### config.mk
export PLATFORM = sky130hd
export DESIGN_NAME = iob_gpio_scan
export DESIGN_NICKNAME = d
export VERILOG_FILES = /design/src/rtl/iob_gpio_scan_pkg.sv /design/src/rtl/iob_gpio_scan_db.sv /design/src/rtl/iob_gpio_scan.sv
export SDC_FILE = /design/constraint.sdc
export NUM_CORES = 1
export LEC_CHECK = 0
export ABC_AREA = 0
export CAP_MARGIN = 20
export CORE_ASPECT_RATIO = 1.1
export CORE_MARGIN = 4
export CORE_UTILIZATION = 51
export CTS_CLUSTER_DIAMETER = 50
export CTS_CLUSTER_SIZE = 16
export DETAILED_ROUTE_END_ITERATION = 8
export PLACE_DENSITY = 0.84
export SLEW_MARGIN = 20
export SYNTH_ARGS = -nofsm -noshare
export SYNTH_HDL_FRONTEND = slang
export SYNTH_SLANG_ARGS = --single-unit
### constraint.sdc
create_clock -name clk -period 2 [get_ports clk]
set_clock_uncertainty 0.05 [all_clocks]
set_input_delay 0.2 -clock clk [delete_from_list [all_inputs] [get_ports clk]]
set_output_delay 0.2 -clock clk [all_outputs]
set_load 0.03 [all_outputs]
### src/rtl/iob_gpio_scan_pkg.sv
// iob_gpio_scan_pkg: shared state encoding and widths for the GPIO scan controller
package iob_gpio_scan_pkg;
  localparam logic [1:0] ST_IDLE  = 2'd0;
  localparam logic [1:0] ST_DRIVE = 2'd1;
  localparam logic [1:0] ST_BLANK = 2'd2;
  localparam int DB_CW = 2;
  function automatic int slot_w(input int n);
    return n > 1 ? $clog2(n) : 1;
  endfunction
endpackage

### src/rtl/iob_gpio_scan_db.sv
// iob_gpio_scan_db: per-key frame-rate debounce counter and debounced state bit
module iob_gpio_scan_db
  import iob_gpio_scan_pkg::*;
#(
  parameter int DB_N = 3
) (
  input  logic clk,
  input  logic arst_n,
  input  logic strobe,
  input  logic sample,
  output logic key,
  output logic chg
);
  logic [DB_CW-1:0] cnt;
  logic hit;
  assign hit = sample != key && cnt + DB_CW'(1) == DB_CW'(DB_N);
  assign chg = strobe && hit;
  always_ff @(posedge clk or negedge arst_n)
    if (!arst_n) begin
      cnt <= '0;
      key <= 1'b0;
    end else if (strobe) begin
      cnt <= (sample == key || hit) ? '0 : cnt + DB_CW'(1);
      key <= key ^ hit;
    end
endmodule

### src/rtl/iob_gpio_scan.sv
// iob_gpio_scan: multiplexed display drive and keypad scan over shared scan lines
module iob_gpio_scan
  import iob_gpio_scan_pkg::*;
#(
  parameter int N_DIG   = 4,
  parameter int SEG_W   = 8,
  parameter int RET_W   = 4,
  parameter int DWELL_W = 16,
  parameter int DB_N    = 3
) (
  input  logic                     clk,
  input  logic                     arst_n,
  input  logic                     en,
  input  logic [DWELL_W-1:0]       dwell,
  input  logic [N_DIG*SEG_W-1:0]   frame_in,
  input  logic                     frame_load,
  input  logic [RET_W-1:0]         ret_in,
  output logic [N_DIG-1:0]         scan_sel,
  output logic [SEG_W-1:0]         seg_out,
  output logic [N_DIG*RET_W-1:0]   key_state,
  output logic                     key_event,
  output logic                     frame_done
);
  localparam int SW = slot_w(N_DIG);
  logic [1:0] state;
  logic [SW-1:0] slot;
  logic [DWELL_W-1:0] cnt, dwell_eff;
  logic [N_DIG*SEG_W-1:0] shadow, active, shadow_nxt;
  logic [N_DIG*RET_W-1:0] sample, chg;
  logic last_slot, frame_end;
  assign shadow_nxt = frame_load ? frame_in : shadow;
  assign dwell_eff = (dwell == '0) ? DWELL_W'(1) : dwell;
  assign last_slot = slot == SW'(N_DIG - 1);
  assign frame_end = state == ST_BLANK && last_slot;
  assign scan_sel = (state == ST_DRIVE) ? N_DIG'(1) << slot : '0;
  assign seg_out = (state == ST_DRIVE) ? active[int'(slot)*SEG_W +: SEG_W] : '0;
  always_ff @(posedge clk or negedge arst_n)
    if (!arst_n) begin
      state      <= ST_IDLE;
      slot       <= '0;
      cnt        <= '0;
      shadow     <= '0;
      active     <= '0;
      sample     <= '0;
      frame_done <= 1'b0;
      key_event  <= 1'b0;
    end else begin
      shadow     <= shadow_nxt;
      frame_done <= frame_end;
      key_event  <= |chg;
      if (!en) begin
        state  <= ST_IDLE;
        slot   <= '0;
        sample <= '0;
      end else if (state == ST_IDLE) begin
        state  <= ST_DRIVE;
        slot   <= '0;
        cnt    <= dwell_eff;
        active <= shadow_nxt;
      end else if (state == ST_DRIVE) begin
        if (cnt == DWELL_W'(1)) begin
          sample[int'(slot)*RET_W +: RET_W] <= ret_in;
          state <= ST_BLANK;
        end else
          cnt <= cnt - DWELL_W'(1);
      end else if (state == ST_BLANK) begin
        state <= ST_DRIVE;
        cnt   <= dwell_eff;
        if (last_slot) begin
          slot   <= '0;
          active <= shadow_nxt;
        end else
          slot <= slot + SW'(1);
      end else
        state <= ST_IDLE;
    end
  for (genvar i = 0; i < N_DIG*RET_W; i++) begin : g_db
    iob_gpio_scan_db #(.DB_N(DB_N)) u_db (
      .clk   (clk),
      .arst_n(arst_n),
      .strobe(frame_end),
      .sample(sample[i]),
      .key   (key_state[i]),
      .chg   (chg[i])
    );
  end
endmodule

== Yosys cells after proc, flatten, opt, wreduce, memory -nomap -nowiden ==
Index checks and enable logic that the tools add are counted.

* Eq/ne operators: 60
* Add/subtract/negate cells: 19
* Bitwise gates (word level): 16
* Reduce and logical (&&, ||, !) cells: 59
* Shift-type cells: 4
* Muxes and demuxes: 43

{| class="wikitable"
|+ Operator list
! operator !! number
|-
| $mux 32 || 5
|-
| $mux 16 || 9
|-
| $mux 2 || 25
|-
| $eq 2x2->1 const B || 18
|-
| $add 2x1->2 const B || 17
|-
| $logic_and 1x1->1 || 33
|-
| $neg 4->33 || 1
|-
| $shift 4x33->16 const A || 1
|-
| $shiftx 4x33->16 || 1
|-
| $shiftx 32x6->8 || 1
|-
| $bwmux 16 || 1
|-
| $eq 1x1->1 || 16
|-
| $eq 16x1->1 const B || 1
|-
| $logic_not 16->1 || 1
|-
| $logic_or 1x1->1 || 16
|-
| $ne 1x1->1 || 16
|-
| $reduce_or 16->1 || 1
|-
| $sub 16x1->16 const B || 1
|-
| $xor 1x1->1 || 16
|-
| $mux 8 || 1
|-
| $ne 3x3->1 const B || 2
|-
| $reduce_and 3->1 || 2
|-
| $mux 4 || 1
|-
| $ne 2x1->1 const B || 2
|-
| 11 further kinds || 13
|}

* Output and inout port bits: 30
* Input port bits: 56
* Logic and storage cells: 241
* Flip-flop bits (word level): 150

== Depth between registers and ports, before layout ==
* Depth after elaboration: 7
* Gate-level depth with buffers: 8
* Mapped depth without buffers: 7

== Cells and area by module ==
From an unflattened synthesis, not the netlist that was laid out.

* Cell total of the unflattened synthesis: 654
* Area, all modules: 7438.4 um^2

{| class="wikitable"
|+ Modules (own cells, without submodules)
! module !! area an instance (um^2) !! cells each !! seq. area each (um^2) !! instances
|-
| iob_gpio_scan || 4996.0 || 430 || 2552.4 || 1
|-
| iob_gpio_scan_db || 152.6 || 14 || 75.1 || 16
|}

== Least setup slack after synthesis ==
OpenSTA, ideal clock, no wires.

* Path kind: register to register
* From: reg slot[1]
* To: reg sample[12]
* Clock period less this slack: 1908 ps
* Path slack: 92 ps
* Setup time: 81 ps
* Data required time: 1869 ps
* Arrival time: 1777 ps
* Cell stages (with the launch flop): 7
* Path buffers: 1
* Path through: dfrtp_1 > clkbuf_1 > inv_1 > ha_1 > nor4b_1 > nand2_1 > mux2i_1

* Longest elaborated chain between the ends: 7
* Elaborated cells on any way between the ends: 8
* Classes of those cells: add/sub: 1; shift: 2; mux: 5

{| class="wikitable"
|+ RTL lines
! item !! RTL line !! text
|-
| start: declaration || iob_gpio_scan.sv:26 || <nowiki>logic [SW-1:0] slot;</nowiki>
|-
| start signal: assignment || iob_gpio_scan.sv:73 || <nowiki>slot <= slot + SW'(1);</nowiki>
|-
| $neg 4->33 * || iob_gpio_scan.sv:62 || <nowiki>sample[int'(slot)*RET_W +: RET_W] <= ret_in;</nowiki>
|-
| $shiftx 4x33->16 / $shift 4x33->16 (equally long branches) || iob_gpio_scan.sv:62 ||
|-
| $bwmux 16 * || iob_gpio_scan.sv:62 ||
|-
| $mux 16 * || iob_gpio_scan.sv:61 || <nowiki>if (cnt == DWELL_W'(1)) begin</nowiki>
|-
| $mux 16 * || iob_gpio_scan.sv:60 || <nowiki>end else if (state == ST_DRIVE) begin</nowiki>
|-
| $mux 16 * || iob_gpio_scan.sv:55 || <nowiki>end else if (state == ST_IDLE) begin</nowiki>
|-
| $mux 16 * || iob_gpio_scan.sv:51 || <nowiki>if (!en) begin</nowiki>
|-
| end signal: indexed assignment || iob_gpio_scan.sv:62 ||
|-
| end: declaration || iob_gpio_scan.sv:29 || <nowiki>logic [N_DIG*RET_W-1:0] sample, chg;</nowiki>
|}

Mark *: on every way between the ends. The rest lies on a longest branch, timed or not. The select of a mux whose other input is x is not followed.
A chain may end at the register's enable or synchronous reset.

== Worst setup path in the final report ==
* From: reg slot[0]
* To: out seg_out[6]

* Longest elaborated chain between the ends: 2

{| class="wikitable"
|+ RTL lines
! item !! RTL line !! text
|-
| $shiftx 32x6->8 || iob_gpio_scan.sv:36 || <nowiki>assign seg_out = (state == ST_DRIVE) ? active[int'(slot)*SEG_W +: SEG_W] : '0;</nowiki>
|-
| $mux 8 || iob_gpio_scan.sv:36 ||
|-
| end: declaration || iob_gpio_scan.sv:19 || <nowiki>output logic [SEG_W-1:0] seg_out,</nowiki>
|}

Every way passes these cells.

==> impl_metrics.toml <==
[outcome]
status = "complete, but fails checks"
violations = "negative setup slack"

[logic_synthesis]
synthFlopType = "dfrtp_1"
yosysUniqueCellTypes = 55
synthTopCellsByCount = "dfrtp_1, mux2_2, nand2_1"
syn_nets = 711
ys_async_sr_fraction_pct = 100
yosysMostFrequentCell = "dfrtp_1"
synth_top_area_cell = "dfrtp_1"
ys_top_cells_by_area = "dfrtp_1, mux2_2, ha_1, nand2_1, mux4_2"
synth-seq-cells = 150
avgSynthCellArea_um2 = 11.8
synth_top_area_share_pct = 50.4
synthCells = 632
syn-cell-area_mm2 = 0.00745
ys_seq_area_share_pct = 50.4
synth_edf_count = 0
ys_warn_count = 0

[critical_path]
path_class = "reg -> out"
required_ps = 1750
cp_data_arrival_time_ps = 1790
ff2ff_setup_slack_ps = 20
r2r_start = "slot[0]"
end_kind = "output port"
ff2ff_path_depth = 9
cp-start-kind = "flop"
critPathMaxFanout = 3

[power_and_ir_drop]
p_per_area_mw_per_mm2 = 803
ir_worst_vdd_uv = 685
power_mw = 7.72
combPwrFrac_pct = 16.2
pwr-share-clk_pct = 37.8
p_int_mw = 5.65
p_leak_nw = 4.18
seqPwrFrac_pct = 46.0
swShare_pct = 26.9
switchingPower_mw = 2.07

[clocking]
root_buffer = "clkbuf_16"
htree_levels = 4
clk_latency_ps = 420
cts_sinks = 150
clk_pin_slew_ps = 60
clk_path_buf_depth = 2
cts_inserted_buffers = 17
cts_tree = "done"

[floorplan]
initial_core_util_pct = 51.8
fp.dieW_um = 123
core.rowCount = 46
die_area_mm2 = 0.0166
pin_count = 86
core-area_mm2 = 0.0144
die_h_um = 135

[sta]
finalCritPeriodShare_pct = 102
rsz0062_at_grt = "true"
timing.slew.headroom_pct = 71.1
slew_violations = 0
fin_ws_ps = -40.6
hold_violations = 0
max_freq_mhz = 490
min_period_ps = 2040
final-setup-viol-count = 8
worst_pin_slew_ps = 434

[worst_hold_path]
hold_class = "in -> async"

[drt]
drtAntennaViolNets = 0
post_drt_wl_per_cell_um = 19.9
drt-total-wl_um = 19000
drtIter0Drc = 538
viasPerCell = 5.87
first_pass_iters = 6
dr_total_vias = 5614
drc_errors = 0

[final_layout]
areaGrowthSynthToFinish_pct = 29.1
num-fill-cells = 1038
diodes = 0
final_layout_size_suffix_gt1_share_pct = 28.8
nNetsFinal = 832
final_area_mm2 = 0.00962
layout.cells.non_filler = 957
final_util_pct = 66.9

[grt]
grt_antenna_before_repair = 0
grt_pass1_vias = 5892
grt_usage_pct = 22.9
grt_overflow = 0
grt_max_degree = 50
grt_first_pass_wirelength_um = 29800

[placement]
dp.cells = 902
dp_slack_ps = -68.6
dpl_cell_area_mm2 = 0.00869
io_buffer_count = 85
dpl.hpwl_um = 12100
routabilityCongestion = 0.882

[run]
maxCapViolCount = 0
cells in the final DEF (no fill, tap or decap), types with 14 or more instances in the layout:
master           synthesis  layout
mux2_2                  74      68
clkdlybuf4s50_1          0      72
o31ai_1                 18      18
ha_1                    23      21
inv_1                   25      23
o21ai_0                 19      19
clkbuf_16                0      22
dfrtp_1                150     149
a22o_1                  14      14
buf_4                   17      47
nand2b_1                21      21
nand2_1                 62      58
xor2_1                  16      16
or3_1                   19      19
worst max-delay path, cell delays in order (launching register included):
cell,delay (ps)
dfrtp_2,430
clkbuf_16,170
mux4_2,490
and2_4,150
buf_6,130
stage by stage:
stage / TNS [ps] / hold slack (ps)
floorplan: 0 / -146
global placement: -261 / 96.8
detailed placement: -399 / 106
CTS: -452 / 232
global route: -729 / 249
finish: -241 / 218
how the worst max path moves through the flow:
stage	from	depth (start not counted)	slack (ps)	end
2_1_floorplan	slot[1]	6	90	sample[12]
3_3_place_gp	slot[0]	4	-40	seg_out[5]
3_5_place_dp	slot[0]	4	-70	seg_out[5]
4_1_cts	slot[0]	4	-70	seg_out[3]
5_1_grt	slot[0]	4	-90	seg_out[0]
6_report	slot[0]	4	-40	seg_out[6]
power by group through the flow:
stage | sequential [mW] | clock [mW] | combinational, mW
after floorplan | 3.52 | 0 | 0.718
after global placement | 3.57 | 0 | 1.12
after detailed placement | 3.60 | 0 | 1.16
after CTS | 3.55 | 2.93 | 1.22
after global routing | 3.59 | 3.08 | 1.34
final | 3.55 | 2.92 | 1.25
metal layers:
metal / vias to the layer above / part of all wire, % / wire [µm] / GRT usage (%)
li1: 2516 / - / - / -
met4: 0 / 2.7 / 512 / 8.55
met5: - / 0 / 0 / 0
met3: 40 / 4.7 / 899 / 4.15
met1: 2860 / 39 / 7510 / 28.7
met2: 198 / 53 / 10100 / 39.4
final cells by class:
| type | count | area [µm²] | share of cell area, % |
|---|---|---|---|
| timing repair buffer | 148 | 1560 | 16.2 |
| inverter | 26 | 100 | 1.04 |
| clock inverter | 10 | 73.8 | 0.767 |
| clock buffer | 21 | 460 | 4.79 |
| multi-input combinational | 410 | 3430 | 35.7 |
| sequential | 150 | 3750 | 39.0 |
| tap | 192 | 240 | 2.50 |
kinds of logic after synthesis:
| logic type | Yosys count | synth area share [%] |
|---|---|---|
| AOI/OAI and AO/OA | 101 | 9.88 |
| xor gates and xnor gates | 16 | 1.88 |
| adders and majority gates | 23 | 3.86 |
| buffers and inverters | 72 | 4.79 |
| DFF | 150 | 50.4 |
| muxes | 97 | 15.7 |
| and+or+nand+nor | 173 | 13.5 |
repair_timing:
item                                   CTS  global route
setup buffers                            3            14
gates cloned                             1             5
hold buffers                             1             0
pin swaps                               10             9
endpoints found under the hold margin   40             0
gates resized for setup                 75            20
setup endpoints to repair               19            49
(Power assumes the default switching activity.)
